File: config.mk
export PLATFORM = sky130hd
export DESIGN_NAME = multi_user_access_ctrl
export DESIGN_NICKNAME = d
export VERILOG_FILES = /design/src/rtl/access_ctrl_pkg.sv /design/src/rtl/access_lockout_timer.sv /design/src/rtl/multi_user_access_ctrl.sv
export SDC_FILE = /design/constraint.sdc
export NUM_CORES = 1
export LEC_CHECK = 0
export ABC_CLOCK_PERIOD_IN_PS = 2900
export CORE_MARGIN = 5
export CORE_UTILIZATION = 59
export CTS_BUF_LIST = sky130_fd_sc_hd__clkbuf_2 sky130_fd_sc_hd__clkbuf_4 sky130_fd_sc_hd__clkbuf_8
export DETAILED_ROUTE_END_ITERATION = 8
export PLACE_DENSITY = 0.88
export SYNTH_ARGS = -nofsm -noshare
export SYNTH_HDL_FRONTEND = slang
export SYNTH_SLANG_ARGS = --single-unit
File: constraint.sdc
create_clock -name clk -period 2.9 [get_ports clk]
set_input_delay 0.58 -clock clk [delete_from_list [all_inputs] [get_ports clk]]
set_output_delay 0.58 -clock clk [all_outputs]
set_load 0.01 [all_outputs]
File: src/rtl/access_ctrl_pkg.sv
// Shared types and sizing helpers for the multi-user access controller.
package access_ctrl_pkg;

    // Controller states
    typedef enum logic [2:0] {
        IDLE,
        FETCH,
        COMPARE,
        GRANT,
        WRITE,
        DENY,
        LOCKOUT
    } state_e;

    // Data_In carries the change flag directly above the password bits
    function automatic int unsigned chg_flag_idx(input int unsigned pw_w);
        return pw_w;
    endfunction

    // Width of a per-user fail counter that must be able to hold max_fail
    function automatic int unsigned fail_cnt_w(input int unsigned max_fail);
        return (max_fail < 1) ? 1 : $clog2(max_fail + 1);
    endfunction

    // Width of a down-counter that is loaded with n-1
    function automatic int unsigned down_cnt_w(input int unsigned n);
        return (n > 1) ? $clog2(n) : 1;
    endfunction

endpackage

File: src/rtl/access_lockout_timer.sv
// Loadable down-counter; done_c is high while the count sits at zero.
module access_lockout_timer #(
    parameter int unsigned W = 8
) (
    input  logic         clk,
    input  logic         rst_n,
    input  logic         load,
    input  logic [W-1:0] load_val,
    input  logic         en,
    output logic         done_c
);

    logic [W-1:0] count;

    // Load has priority; otherwise count down while enabled, holding at zero
    always_ff @(posedge clk or negedge rst_n) begin
        if (!rst_n) begin
            count <= '0;
        end else if (load) begin
            count <= load_val;
        end else if (en && (count != '0)) begin
            count <= count - W'(1);
        end
    end

    assign done_c = (count == '0);

endmodule

File: src/rtl/multi_user_access_ctrl.sv
// Multi-user password checker: fetch stored password, compare, grant/deny,
// per-user fail counting with global lockout, and password change write-back.
module multi_user_access_ctrl
    import access_ctrl_pkg::*;
#(
    parameter int unsigned PW_W        = 16,
    parameter int unsigned USER_W      = 2,
    parameter int unsigned ADDR_W      = 16,
    parameter int unsigned BASE_ADDR   = 0,
    parameter int unsigned MEM_LAT     = 1,
    parameter int unsigned MAX_FAIL    = 3,
    parameter int unsigned LOCKOUT_CYC = 1000,
    parameter int unsigned GRANT_CYC   = 500
) (
    input  logic              clk,
    input  logic              rst,
    input  logic [PW_W:0]     Data_In,
    input  logic              Data_In_Load,
    input  logic [USER_W-1:0] User_Sel,
    input  logic [PW_W-1:0]   Memory_Data_In,
    output logic              Access_Grant,
    output logic [ADDR_W-1:0] Address,
    output logic              wren,
    output logic [PW_W-1:0]   Data_Out,
    output logic              Locked,
    output logic              Deny
);

    localparam int unsigned N_USERS = 2 ** USER_W;
    localparam int unsigned CHG_IDX = chg_flag_idx(PW_W);
    localparam int unsigned FC_W    = fail_cnt_w(MAX_FAIL);
    localparam int unsigned LAT_W   = down_cnt_w(MEM_LAT);
    localparam int unsigned LOCK_W  = down_cnt_w(LOCKOUT_CYC);
    localparam int unsigned GNT_W   = down_cnt_w(GRANT_CYC);

    state_e              state;
    state_e              state_nxt;
    logic [PW_W-1:0]     pw_reg;
    logic [PW_W-1:0]     mem_reg;
    logic [USER_W-1:0]   user_id;
    logic [LAT_W-1:0]    lat_cnt;
    logic [FC_W-1:0]     fail_cnt [N_USERS];

    logic                chg_flag_c;
    logic [PW_W-1:0]     din_pw_c;
    logic [FC_W-1:0]     fail_inc_c;
    logic                take_entry_c;
    logic                take_change_c;
    logic                capture_c;
    logic                fail_clr_c;
    logic                fail_bump_c;
    logic                lock_load_c;
    logic                lock_done_c;
    logic                gnt_load_c;
    logic                gnt_done_c;
    logic [ADDR_W-1:0]   user_addr_c;
    logic [ADDR_W-1:0]   addr_nxt_c;
    logic [PW_W-1:0]     dout_nxt_c;

    assign chg_flag_c = Data_In[CHG_IDX];
    assign din_pw_c   = Data_In[PW_W-1:0];

    // Saturating increment of the current user's fail count
    assign fail_inc_c = (fail_cnt[user_id] == FC_W'(MAX_FAIL)) ? fail_cnt[user_id]
                                                                : fail_cnt[user_id] + FC_W'(1);

    // New entries address the selected user; later phases reuse the latched ID
    assign user_addr_c = ADDR_W'(BASE_ADDR) + ADDR_W'(take_entry_c ? User_Sel : user_id);

    access_lockout_timer #(.W(LOCK_W)) u_lock_timer (
        .clk      (clk),
        .rst_n    (rst),
        .load     (lock_load_c),
        .load_val (LOCK_W'(LOCKOUT_CYC - 1)),
        .en       (state == LOCKOUT),
        .done_c   (lock_done_c)
    );

    access_lockout_timer #(.W(GNT_W)) u_grant_timer (
        .clk      (clk),
        .rst_n    (rst),
        .load     (gnt_load_c),
        .load_val (GNT_W'(GRANT_CYC - 1)),
        .en       (state == GRANT),
        .done_c   (gnt_done_c)
    );

    // State register
    always_ff @(posedge clk or negedge rst) begin
        if (!rst) begin
            state <= IDLE;
        end else begin
            state <= state_nxt;
        end
    end

    // Next-state, datapath strobes and next output values
    always_comb begin
        state_nxt     = state;
        take_entry_c  = 1'b0;
        take_change_c = 1'b0;
        capture_c     = 1'b0;
        fail_clr_c    = 1'b0;
        fail_bump_c   = 1'b0;
        lock_load_c   = 1'b0;
        gnt_load_c    = 1'b0;
        addr_nxt_c    = '0;
        dout_nxt_c    = '0;

        case (state)
            IDLE: begin
                if (Data_In_Load && !chg_flag_c) begin
                    take_entry_c = 1'b1;
                    state_nxt    = FETCH;
                end
            end
            FETCH: begin
                if (lat_cnt == '0) begin
                    capture_c = 1'b1;
                    state_nxt = COMPARE;
                end
            end
            COMPARE: begin
                if (pw_reg == mem_reg) begin
                    fail_clr_c = 1'b1;
                    gnt_load_c = 1'b1;
                    state_nxt  = GRANT;
                end else begin
                    state_nxt  = DENY;
                end
            end
            DENY: begin
                fail_bump_c = 1'b1;
                if (fail_inc_c == FC_W'(MAX_FAIL)) begin
                    lock_load_c = 1'b1;
                    state_nxt   = LOCKOUT;
                end else begin
                    state_nxt   = IDLE;
                end
            end
            LOCKOUT: begin
                if (lock_done_c) begin
                    fail_clr_c = 1'b1;
                    state_nxt  = IDLE;
                end
            end
            GRANT: begin
                // A load on the expiry cycle takes priority over the timeout
                if (Data_In_Load) begin
                    if (chg_flag_c) begin
                        take_change_c = 1'b1;
                        state_nxt     = WRITE;
                    end else begin
                        state_nxt     = IDLE;
                    end
                end else if (gnt_done_c) begin
                    state_nxt = IDLE;
                end
            end
            WRITE: begin
                state_nxt = IDLE;
            end
            default: begin
                state_nxt = IDLE;
            end
        endcase

        if ((state_nxt == FETCH) || (state_nxt == WRITE)) begin
            addr_nxt_c = user_addr_c;
        end
        if (take_change_c) begin
            dout_nxt_c = din_pw_c;
        end
    end

    // Registered outputs, decoded from the state being entered
    always_ff @(posedge clk or negedge rst) begin
        if (!rst) begin
            Access_Grant <= 1'b0;
            Locked       <= 1'b0;
            Deny         <= 1'b0;
            wren         <= 1'b0;
            Address      <= '0;
            Data_Out     <= '0;
        end else begin
            Access_Grant <= (state_nxt == GRANT);
            Locked       <= (state_nxt == LOCKOUT);
            Deny         <= (state_nxt == DENY);
            wren         <= (state_nxt == WRITE);
            Address      <= addr_nxt_c;
            Data_Out     <= dout_nxt_c;
        end
    end

    // Entered password, user ID, fetched password and read-latency counter
    always_ff @(posedge clk or negedge rst) begin
        if (!rst) begin
            pw_reg  <= '0;
            user_id <= '0;
            mem_reg <= '0;
            lat_cnt <= '0;
        end else begin
            if (take_entry_c) begin
                pw_reg  <= din_pw_c;
                user_id <= User_Sel;
                lat_cnt <= LAT_W'(MEM_LAT - 1);
            end else if (take_change_c) begin
                pw_reg  <= din_pw_c;
            end else if ((state == FETCH) && (lat_cnt != '0)) begin
                lat_cnt <= lat_cnt - LAT_W'(1);
            end
            if (capture_c) begin
                mem_reg <= Memory_Data_In;
            end
        end
    end

    // Per-user fail counter bank
    always_ff @(posedge clk or negedge rst) begin
        if (!rst) begin
            for (int unsigned i = 0; i < N_USERS; i++) begin
                fail_cnt[i] <= '0;
            end
        end else if (fail_clr_c) begin
            fail_cnt[user_id] <= '0;
        end else if (fail_bump_c) begin
            fail_cnt[user_id] <= fail_inc_c;
        end
    end

endmodule

==> metrics.md <==
| Metric | Value |
|---|---|
| Pin count of the biggest net entering global routing | `50` |
| Top cell type's share of synthesized area | `0.514` |
| Pwr per Cell Area | `847 mW/mm^2` |
| Clock sink total | `87` |
| Via/cell ratio | `5.67` |
| I/O pin cnt | `74` |
| Fin worst setup slack | `0.758 ns` |
| Clock tree from TritonCTS | `built` |
| Remaining Overflow, GRT | `0` |
| Count of endpoints failing hold in the final timing report | `0` |
| Setup slack of the worst register-to-register path | `a little over 0.8 ns` |
| Layout-stage area growth over the synthesis result | `18.3%` |
| First-pass GRT wire length | `14.7 mm` |
| Seq/Total Area, Yosys | `0.514` |
| Fraction of synthesis flops using an asynchronous set or reset pin | `1.00` |
| Per-instance average area after synthesis | `11.9 um^2` |
| Worst ir drop on vdd | `~0.00049 V` |
| Number of antenna violations at the first check in global routing | `0` |
| H-tree depth | `3` |
| Cell leakage power | `2.15 nW` |
| Clock-pin slew on the worst setup and hold paths | `0.09 ns` |
| Final total negative setup slack | `0 ns` |
| Hold/Removal Path Class | `input pin to asynchronous set/reset pin` |
| Maximum cell stage delay along the critical path | `between 0.5 and 0.6 ns` |
| RD Place Congestion | `between 0.8 and 0.9` |
| CTS buffer count | `9` |
| Root Buffer | `clkbuf_8` |
| Die width | `~95 um` |
| Final min period | `about 2.1 ns` |
| Final cycle utilization of the critical path | `0.739` |
| Outcome | `finished, final reports clean` |
| Placeable core region | `0.00687 mm^2` |
| Vertical die dimension | `around 95 um` |
| Kind of start point of the critical path | `input pin` |
| HPWL reported at the end of detailed placement | `6.17 mm` |
| Summed instance area of the synthesized netlist | `0.00423 mm^2` |
| Most used cells in the layout excluding fill and tap cells | `dfrtp_1, clkdlybuf4s50_1, mux2_2, o21ai_0, and2_1` |
| Number of placement rows | `30` |
| Worst max-slew margin expressed relative to the limit | `0.580` |
| Starting DRT DRC Count | `173` |
| Hold-fix buffers, CTS | `0` |
| Library cells used by synthesis | `65` |
| Total DRC errors in the routed layout | `0` |
| Critical path required time | `3.13 ns` |
| Number of setup violations in the final report | `0` |
| Total of flip-flops plus latches after synthesis | `87` |
| Nature of the critical path endpoint | `flop` |
| Worst Path Buf+Inv | `2` |
| Endpoint arrival time on the critical path | `2.37 ns` |
| Setup skew after layout | `0.00931 ns` |
| Setup repair after global routing missed its margin | `no` |
| Slew of the pin with the lowest slew margin | `0.630 ns` |
| Number of warnings printed during yosys synthesis | `0` |
| Mean routed wirelength per cell | `16.8 um` |
| Antenna viol nets, final | `0` |
| Number of post-CTS setup repair buffers | `0` |
| Number of port buffers | `between 50 and 60` |
| Ant diodes | `0` |
| Overall routing resource usage | `0.212` |
| Starting Density | `0.616` |
| Top_reg_cell synth | `dfrtp_1` |
| Cell count after synthesis | `357` |
| Final wirelength | `8.67 mm` |
| Net total in the final layout | `457` |
| R2r startpoint | `u_grant_timer.count[0]` |
| Top cells by area, synth | `dfrtp_1, mux2_2, xor2_1, and2_1, buf_4` |
| Via count of the first global-routing pass | `3100` |
| WS Path Type | `input pin to flop` |
| Max clock buf depth | `2` |
| Worst reg-to-reg path cell count | `6` |
| Number of cells on the critical path | `6` |
| Count of flip-flops with a built-in enable after synthesis | `0` |
| Min Hold Slack | `around 0.25 ns` |
| Total die area | `0.00897 mm^2` |
| First-pass iteration count of the detailed router | `4` |
| Detailed-route via count | `approximately 3000` |
| Max-capacitance violation count | `0` |
| Highest clock rate | `467 MHz` |
| Largest delay share family, worst path | `buffers and inverters` |
| Post_cts resized | `0` |
| Number of slew-limit violations in the final report | `0` |
| Cell accounting for the most synthesized area | `dfrtp_1` |
| Sequence of cells on the critical path | `clkdlybuf4s50_1 -> nor2b_1 -> and4_2 -> nand2b_1 -> buf_4 -> mux2_2` |
| Final total power | `4.24 mW` |
| Share of final-layout standard cells stronger than drive strength 1 | `0.178` |
| Worst setup timing slack at the placement stage | `roughly 0.40 ns` |
| Most common cell after layout, fill and taps aside | `dfrtp_1` |
| Slowest stage cell on the critical path | `clkdlybuf4s50_1` |
| Critical R2R Capture | `state[1]` |
| Max Fanout on Critical Path | `16` |
| Clock latency at the later pin of the worst-skew pair | `0.35 ns` |
-- worst reg2reg max path: stages (launching register included) --
cell and delay (ns):
dfrtp_1 0.41, inv_1 0.09, ha_1 0.17, or4b_1 0.48, o21ai_2 0.42, o21bai_1 0.12
a211o_1 0.27
-- worst max-delay path by stage --
| stage | startpoint | end | slack (ns) |
|---|---|---|---|
| floorplan | Data_In_Load | pw_reg[10] | 1.00 |
| global placement | Data_In_Load | pw_reg[2] | 0.55 |
| detailed placement | Data_In_Load | pw_reg[7] | 0.40 |
| CTS | Data_In_Load | pw_reg[13] | 0.78 |
| global route | Data_In_Load | pw_reg[7] | 0.67 |
| finish | Data_In_Load | pw_reg[13] | 0.76 |
-- per-stage QoR --
stage                      util  cells  instance area [um^2]
after floorplan               -    370                  4280
after global placement    0.699    501                  4800
after detailed placement  0.699    501                  4800
after CTS                 0.729    517                  5010
after global routing      0.729    517                  5010
final                     0.729    517                  5010
-- cell type report --
cell class | count | area [um^2]
multi-input combinational | 248 | 1840
clock buffer | 9 | 124
timing repair buffer | 64 | 638
clock inverter | 7 | 81.3
tap | 96 | 120
inverter | 6 | 22.5
sequential | 87 | 2180
fill | 451 | 1860
-- routing by layer --
metal	vias up	global-route usage	wire [um]
met2	85	0.369	4520
met3	13	0.0550	466
met1	1444	0.257	3530
met5	-	0	0
li1	1391	-	-
met4	0	0.0661	144
-- synth_stat cells, drive strengths merged (3+ instances only) --
library cell   n
xnor2          3
ha             3
o211ai         6
nor3           3
xor2          17
and2          19
a21oi          5
nor2           9
inv            6
o21ai         20
clkbuf         6
mux2          34
a32oi          4
or2            5
nand2b         3
or3b           3
nand3         11
nor2b          6
buf           23
nand3b         4
mux2i          3
nor4           7
nand4          3
and3           6
a21o           3
or4            4
a31oi          3
or3            7
dfrtp         87
and3b          3
nand2         11
-- cell families (layout without fill, tap and decap cells) --
group           count (synthesis)  after routing  synth area share
flops                          87             87             0.514
simple gates                  112            112             0.169
xor+xnor                       20             20            0.0414
buf+inv                        35             86            0.0612
fa+ha+maj                       3              3           0.00887
compound gates                 61             61             0.101
other cells                     1             14          0.000886
mux                            38             38             0.103
-- power breakdown --
part	switching [mW]	internal [mW]	leakage, nW	total, mW
registers	0.395	1.61	1.05	2.01
clock network	0.450	0.410	0.106	0.860
logic	0.628	0.743	0.986	1.37
total	1.47	2.77	2.15	4.24
No activity file was read; power rests on OpenSTA's default activity.
==> variant 1: new RTL, config.mk and constraints unchanged <==
Encoding of `state_e`: now Gray code (3 bits for 7 states).
--- a/src/rtl/access_ctrl_pkg.sv
+++ b/src/rtl/access_ctrl_pkg.sv
@@ -3,13 +3,13 @@
 
     // Controller states
     typedef enum logic [2:0] {
-        IDLE,
-        FETCH,
-        COMPARE,
-        GRANT,
-        WRITE,
-        DENY,
-        LOCKOUT
+        IDLE    = 3'b000,
+        FETCH   = 3'b001,
+        COMPARE = 3'b011,
+        GRANT   = 3'b010,
+        WRITE   = 3'b110,
+        DENY    = 3'b111,
+        LOCKOUT = 3'b101
     } state_e;
 
     // Data_In carries the change flag directly above the password bits
Function: same outputs for any inputs over 10 cycles, from zero or initial values and one cycle with rst low; not proved beyond that.
==> variant 1 against the original RTL <==
  * Synthesized area down 6.1%
  * Cell area fell by 4.5%
  * Sequential cell count unchanged
  * Maximum frequency increased by 0.57%
  * Clock skew grew 0.89 ps
  * Core utilization decreased by 1.3 points
  * Count of clock-buffer cells in the layout stayed put
  * Register-to-register slack worse by 60 ps
  * Routed wire length fell by 14%
  * First-iteration DRC count fell by 12%
  * Total power up 3.0%
  * Sequential share of layout area is 2.0 points higher
  * Setup slack better by 12 ps
  * Critical path type is now register to register
  * Critical endpoint is now state[1]$_DFF_PN0_
  * Highest routed layer unchanged
==> variant 1: results <==
metrics = {
    "pwr": {
        "vdd_drop_max_uv": 631,
        "p_clk_frac": 0.184,
        "p_switching_mw": 1.52,
        "leakagePower_nw": 2.15,
        "pg_comb_mw": 1.51,
        "powerDensity_nw_per_um2": 912,
    },
    "worst_hold_path": {
        "hold_class": "input pin to asynchronous set/reset pin",
    },
    "routing": {
        "wl_met2_um": 3840,
        "vias_per_cell": 5.36,
        "dr.pass1.iters": 5,
        "drt_iter0_markers": 153,
        "wl_met1_um": 3060,
        "wl_met3_um": 527,
        "wl_um": 7480,
    },
    "synth": {
        "synthTopCellsByArea": "dfrtp_1 (55%), mux2_2 (9.4%), xnor2_1 (6.2%)",
        "synth-async-reset-ratio": 1.00,
        "ys_types": 46,
        "synth_commonest_cells": "dfrtp_1 (87), mux2_2 (33), xnor2_1 (28), nand2_1 (26), and2_1 (17)",
        "ys_seq_area_frac": 0.548,
        "syn_inst": 335,
    },
    "global_routing": {
        "grtUsageMet3": 0.0697,
        "gr-usage-met1": 0.236,
        "use_met2": 0.323,
        "grt_max_degree": 57,
        "grtUsageTotal": 0.194,
        "grt_pass1_vias": 2689,
        "grt_pass1_wl_um": 12800,
    },
    "cts": {
        "clkLatencyLatePin_ps": 360,
        "cts_setup_buffers": 0,
    },
    "final_layout": {
        "n_antenna_cell": 0,
        "multi_input_area_um2": 1630,
        "layout-drive-gt1-share": 0.162,
        "n_fill_cell": 464,
        "fin_cells": 482,
    },
    "placed_design": {
        "gp_congestion": 0.802,
        "dpl-instance-area_um2": 4600,
        "port_buffers": 59,
        "place_inst": 466,
        "dp_hpwl_um": 5460,
    },
    "worst_setup_path": {
        "critPathMaxStageDelay_ps": 490,
        "crit_family": "simple AND/OR/NAND/NOR gates",
        "cp_slowest_cell": "or4b_4",
        "path_max_fanout": 10,
        "ff2ff_setup_slack_ps": 770,
    },
    "sta": {
        "clock_skew_ps": 10.2,
        "fin_hold_ws_ps": 259,
        "relSlewSlack": 0.549,
    },
    "status": {
        "status": "completed",
    },
}
[variant 1: cell types whose count changed after synthesis, moves of 5 or more]
| cell | delta |
|---|---|
| inv_1 | +10 |
| or3_1 | -5 |
| nand3_1 | -8 |
| xnor2_1 | +25 |
| xor2_1 | -14 |
| nand2_1 | +15 |
| o21ai_0 | -9 |
| and3_1 | -5 |
| buf_6 | -5 |
| nor2_1 | +7 |
[variant 1: worst max-delay path by stage]
stage,startpoint,endpoint,slack [ps],depth (start not counted)
finish,u_grant_timer.count[0]$_DFFE_PN0P_,state[1]$_DFF_PN0_,770,6
global route,u_grant_timer.count[0]$_DFFE_PN0P_,state[1]$_DFF_PN0_,630,6
CTS,u_grant_timer.count[0]$_DFFE_PN0P_,state[1]$_DFF_PN0_,770,6
detailed placement,Data_In_Load,pw_reg[5]$_DFFE_PN0P_,540,6
global placement,Data_In[16],pw_reg[5]$_DFFE_PN0P_,580,6
floorplan,u_grant_timer.count[0]$_DFFE_PN0P_,state[1]$_DFF_PN0_,920,6
[variant 1: layout make-up]
class,count,area share
clock buffer,9,0.0259
clock inverter,7,0.0128
inverter,16,0.0126
multi-input combinational,220,0.341
sequential,87,0.455
tap,80,0.0209
timing repair buffer,63,0.132
[variant 1: kinds of logic after synthesis]
logic type      count (synthesis)  share of synthesized area
compound gates                 24                     0.0416
xor+xnor                       31                     0.0683
fa+ha+maj                       3                    0.00945
buf+inv                        41                     0.0542
flops                          87                      0.548
mux                            43                      0.125
other cells                     1                   0.000944
simple gates                  105                      0.152
[variant 1: stage by stage]
stage,worst slack (ps),utilization
2_1_floorplan,916,-
3_3_place_gp,583,0.688
3_5_place_dp,536,0.688
4_1_cts,773,0.716
5_1_grt,627,0.716
6_report,770,0.716
==> variant 2: new RTL, same settings <==
Made on the original files. The parameter `PW_W` goes from 16 to 14.
--- a/src/rtl/multi_user_access_ctrl.sv
+++ b/src/rtl/multi_user_access_ctrl.sv
@@ -3,7 +3,7 @@
 module multi_user_access_ctrl
     import access_ctrl_pkg::*;
 #(
-    parameter int unsigned PW_W        = 16,
+    parameter int unsigned PW_W        = 14,
     parameter int unsigned USER_W      = 2,
     parameter int unsigned ADDR_W      = 16,
     parameter int unsigned BASE_ADDR   = 0,
Interface: changed (resized Data_In, Data_Out and Memory_Data_In); port bits go from 74 to 68. No check against the original RTL was run, so the function may have changed too.
==> variant 2 against the original RTL <==
  * Total power shrank 5.3%
  * Setup slack worse by 140 ps
  * Sequential cell count fell by 6
  * Combinational power decreased by 7%
  * Routed wire length down 12%
  * Cell area is 8.3% lower
  * Worst hold slack improved by 130 ps
  * Synthesized area is 9.5% lower
  * Maximum frequency down 6.3%
  * Clock power is 0.8% higher
  * Final cell count fell by 9.7%
==> variant 2: results <==
metrics = {
    "routing": {
        "vias": 2618,
        "dr.pass1.iters": 4,
        "drt_iter0_markers": 120,
        "wl_um": 7640,
    },
    "synth": {
        "ys_types": 53,
        "synth_xor_xnor_area_share": 0.0503,
        "yosys_warnings": 0,
        "postSynthAreaPerCell_um2": 11.6,
        "synthTopCellsByArea": "dfrtp_1 (53%), mux2_2 (8.8%), xnor2_1 (3.9%)",
        "synthAdderAreaFrac": 0.00980,
        "muxShareOfSynthArea": 0.0967,
        "ys_seq_area_frac": 0.529,
        "synth_commonest_cells": "dfrtp_1 (81), mux2_2 (30), xnor2_1 (17), and2_1 (16), nand2_1 (15)",
        "synth-async-reset-ratio": 1.00,
        "synth-compound-area-share": 0.0872,
    },
    "global_routing": {
        "antenna_found_initial": 0,
        "grtUsageTotal": 0.193,
        "grt_pass1_wl_um": 12800,
        "grt_pass1_vias": 2653,
        "grt_max_degree": 82,
    },
    "cts": {
        "ctsResizeCount": 0,
        "cts_setup_buffers": 0,
        "cts_made_buffers": 9,
        "clkLatencyLatePin_ps": 360,
        "cts_max_level": 3,
        "clock-root-buffer": "clkbuf_8",
    },
    "worst_setup_path": {
        "crit_family": "simple AND/OR/NAND/NOR gates",
        "path_max_fanout": 6,
        "cp_slowest_cell": "or4b_1",
        "cp_data_arrival_time_ps": 2510,
    },
    "placed_design": {
        "gp_congestion": 0.802,
        "place_ws_ps": 508,
        "port_buffers": 53,
        "dp_hpwl_um": 5380,
        "place_inst": 451,
    },
    "status": {
        "status": "completed",
    },
    "sta": {
        "relSlewSlack": 0.351,
        "clock_skew_ps": 10.6,
        "fin_hold_ws_ps": 382,
    },
    "final_layout": {
        "fin_cells": 467,
        "fin_nets": 422,
        "layout-drive-gt1-share": 0.177,
    },
    "pwr": {
        "vdd_drop_max_uv": 519,
        "leakagePower_nw": 2.05,
    },
    "worst_hold_path": {
        "hold_class": "input pin to asynchronous set/reset pin",
    },
}
[variant 2: cell count changes after synthesis, moves of 5 or more]
cell      change
nand3_1       -6
o311ai_0      +6
o21ai_0       -6
inv_1         +7
dfrtp_1       -6
xnor2_1      +14
buf_6         -5
xor2_1       -12
[variant 2: worst reg2reg max path: stages, from the launching register on]
cell	delay (ps)
dfrtp_1	410
inv_1	130
ha_1	170
or4b_1	560
o21ai_2	310
nor2_1	90
or4_1	500
[variant 2: final timing paths]
check	startpoint	end	slack, ps	cells past startpoint
setup / recovery	u_grant_timer.count[0]$_DFFE_PN0P_	state[1]$_DFF_PN0_	610	6
hold / removal	rst	fail_cnt[6]$_DFFE_PN0P_	380	1
setup reg to reg	u_grant_timer.count[0]$_DFFE_PN0P_	state[1]$_DFF_PN0_	610	6
hold reg to reg	u_grant_timer.count[8]$_DFFE_PN0P_	u_grant_timer.count[8]$_DFFE_PN0P_	520	1
max in group asynchronous	rst	mem_reg[9]$_DFFE_PN0P_	1900	1
min in group clk	u_grant_timer.count[8]$_DFFE_PN0P_	u_grant_timer.count[8]$_DFFE_PN0P_	520	1
[variant 2: logic make-up after synthesis]
family	count (synthesis)
compound gates	42
xor+xnor	22
fa+ha+maj	3
buf+inv	39
flops	81
mux	32
other cells	1
simple gates	110
[variant 2: where the power goes]
group	internal, mW	total [mW]	switching, mW
clock	0.433	0.867	0.434
sequential	1.51	1.88	0.370
combinational	0.696	1.27	0.575
total	2.64	4.01	1.38
[variant 2: layer usage]
metal | wire length, µm | track usage
met5 | 0 | 0
met3 | 468 | 0.0517
met4 | 108 | 0.0794
met1 | 3180 | 0.247
met2 | 3890 | 0.311
[variant 2: layout make-up]
type	instances	area, µm²
Inverter	13	48.8
Fill cell	434	1760
Clock inverter	6	73.8
Timing Repair Buffer	57	558
Tap cell	77	96.3
Multi-Input combinational cell	223	1650
Clock buffer	10	138
Sequential cell	81	2030
[variant 2: per-stage QoR]
| stage | instance area (µm²) | utilization | power (mW) |
|---|---|---|---|
| finish | 4590 | 0.723 | 4.01 |
| detailed placement | 4380 | 0.689 | 3.15 |
| global placement | 4380 | 0.689 | 3.05 |
| CTS | 4590 | 0.723 | 4.04 |
| global route | 4590 | 0.723 | 4.28 |
| floorplan | 3880 | - | 2.81 |
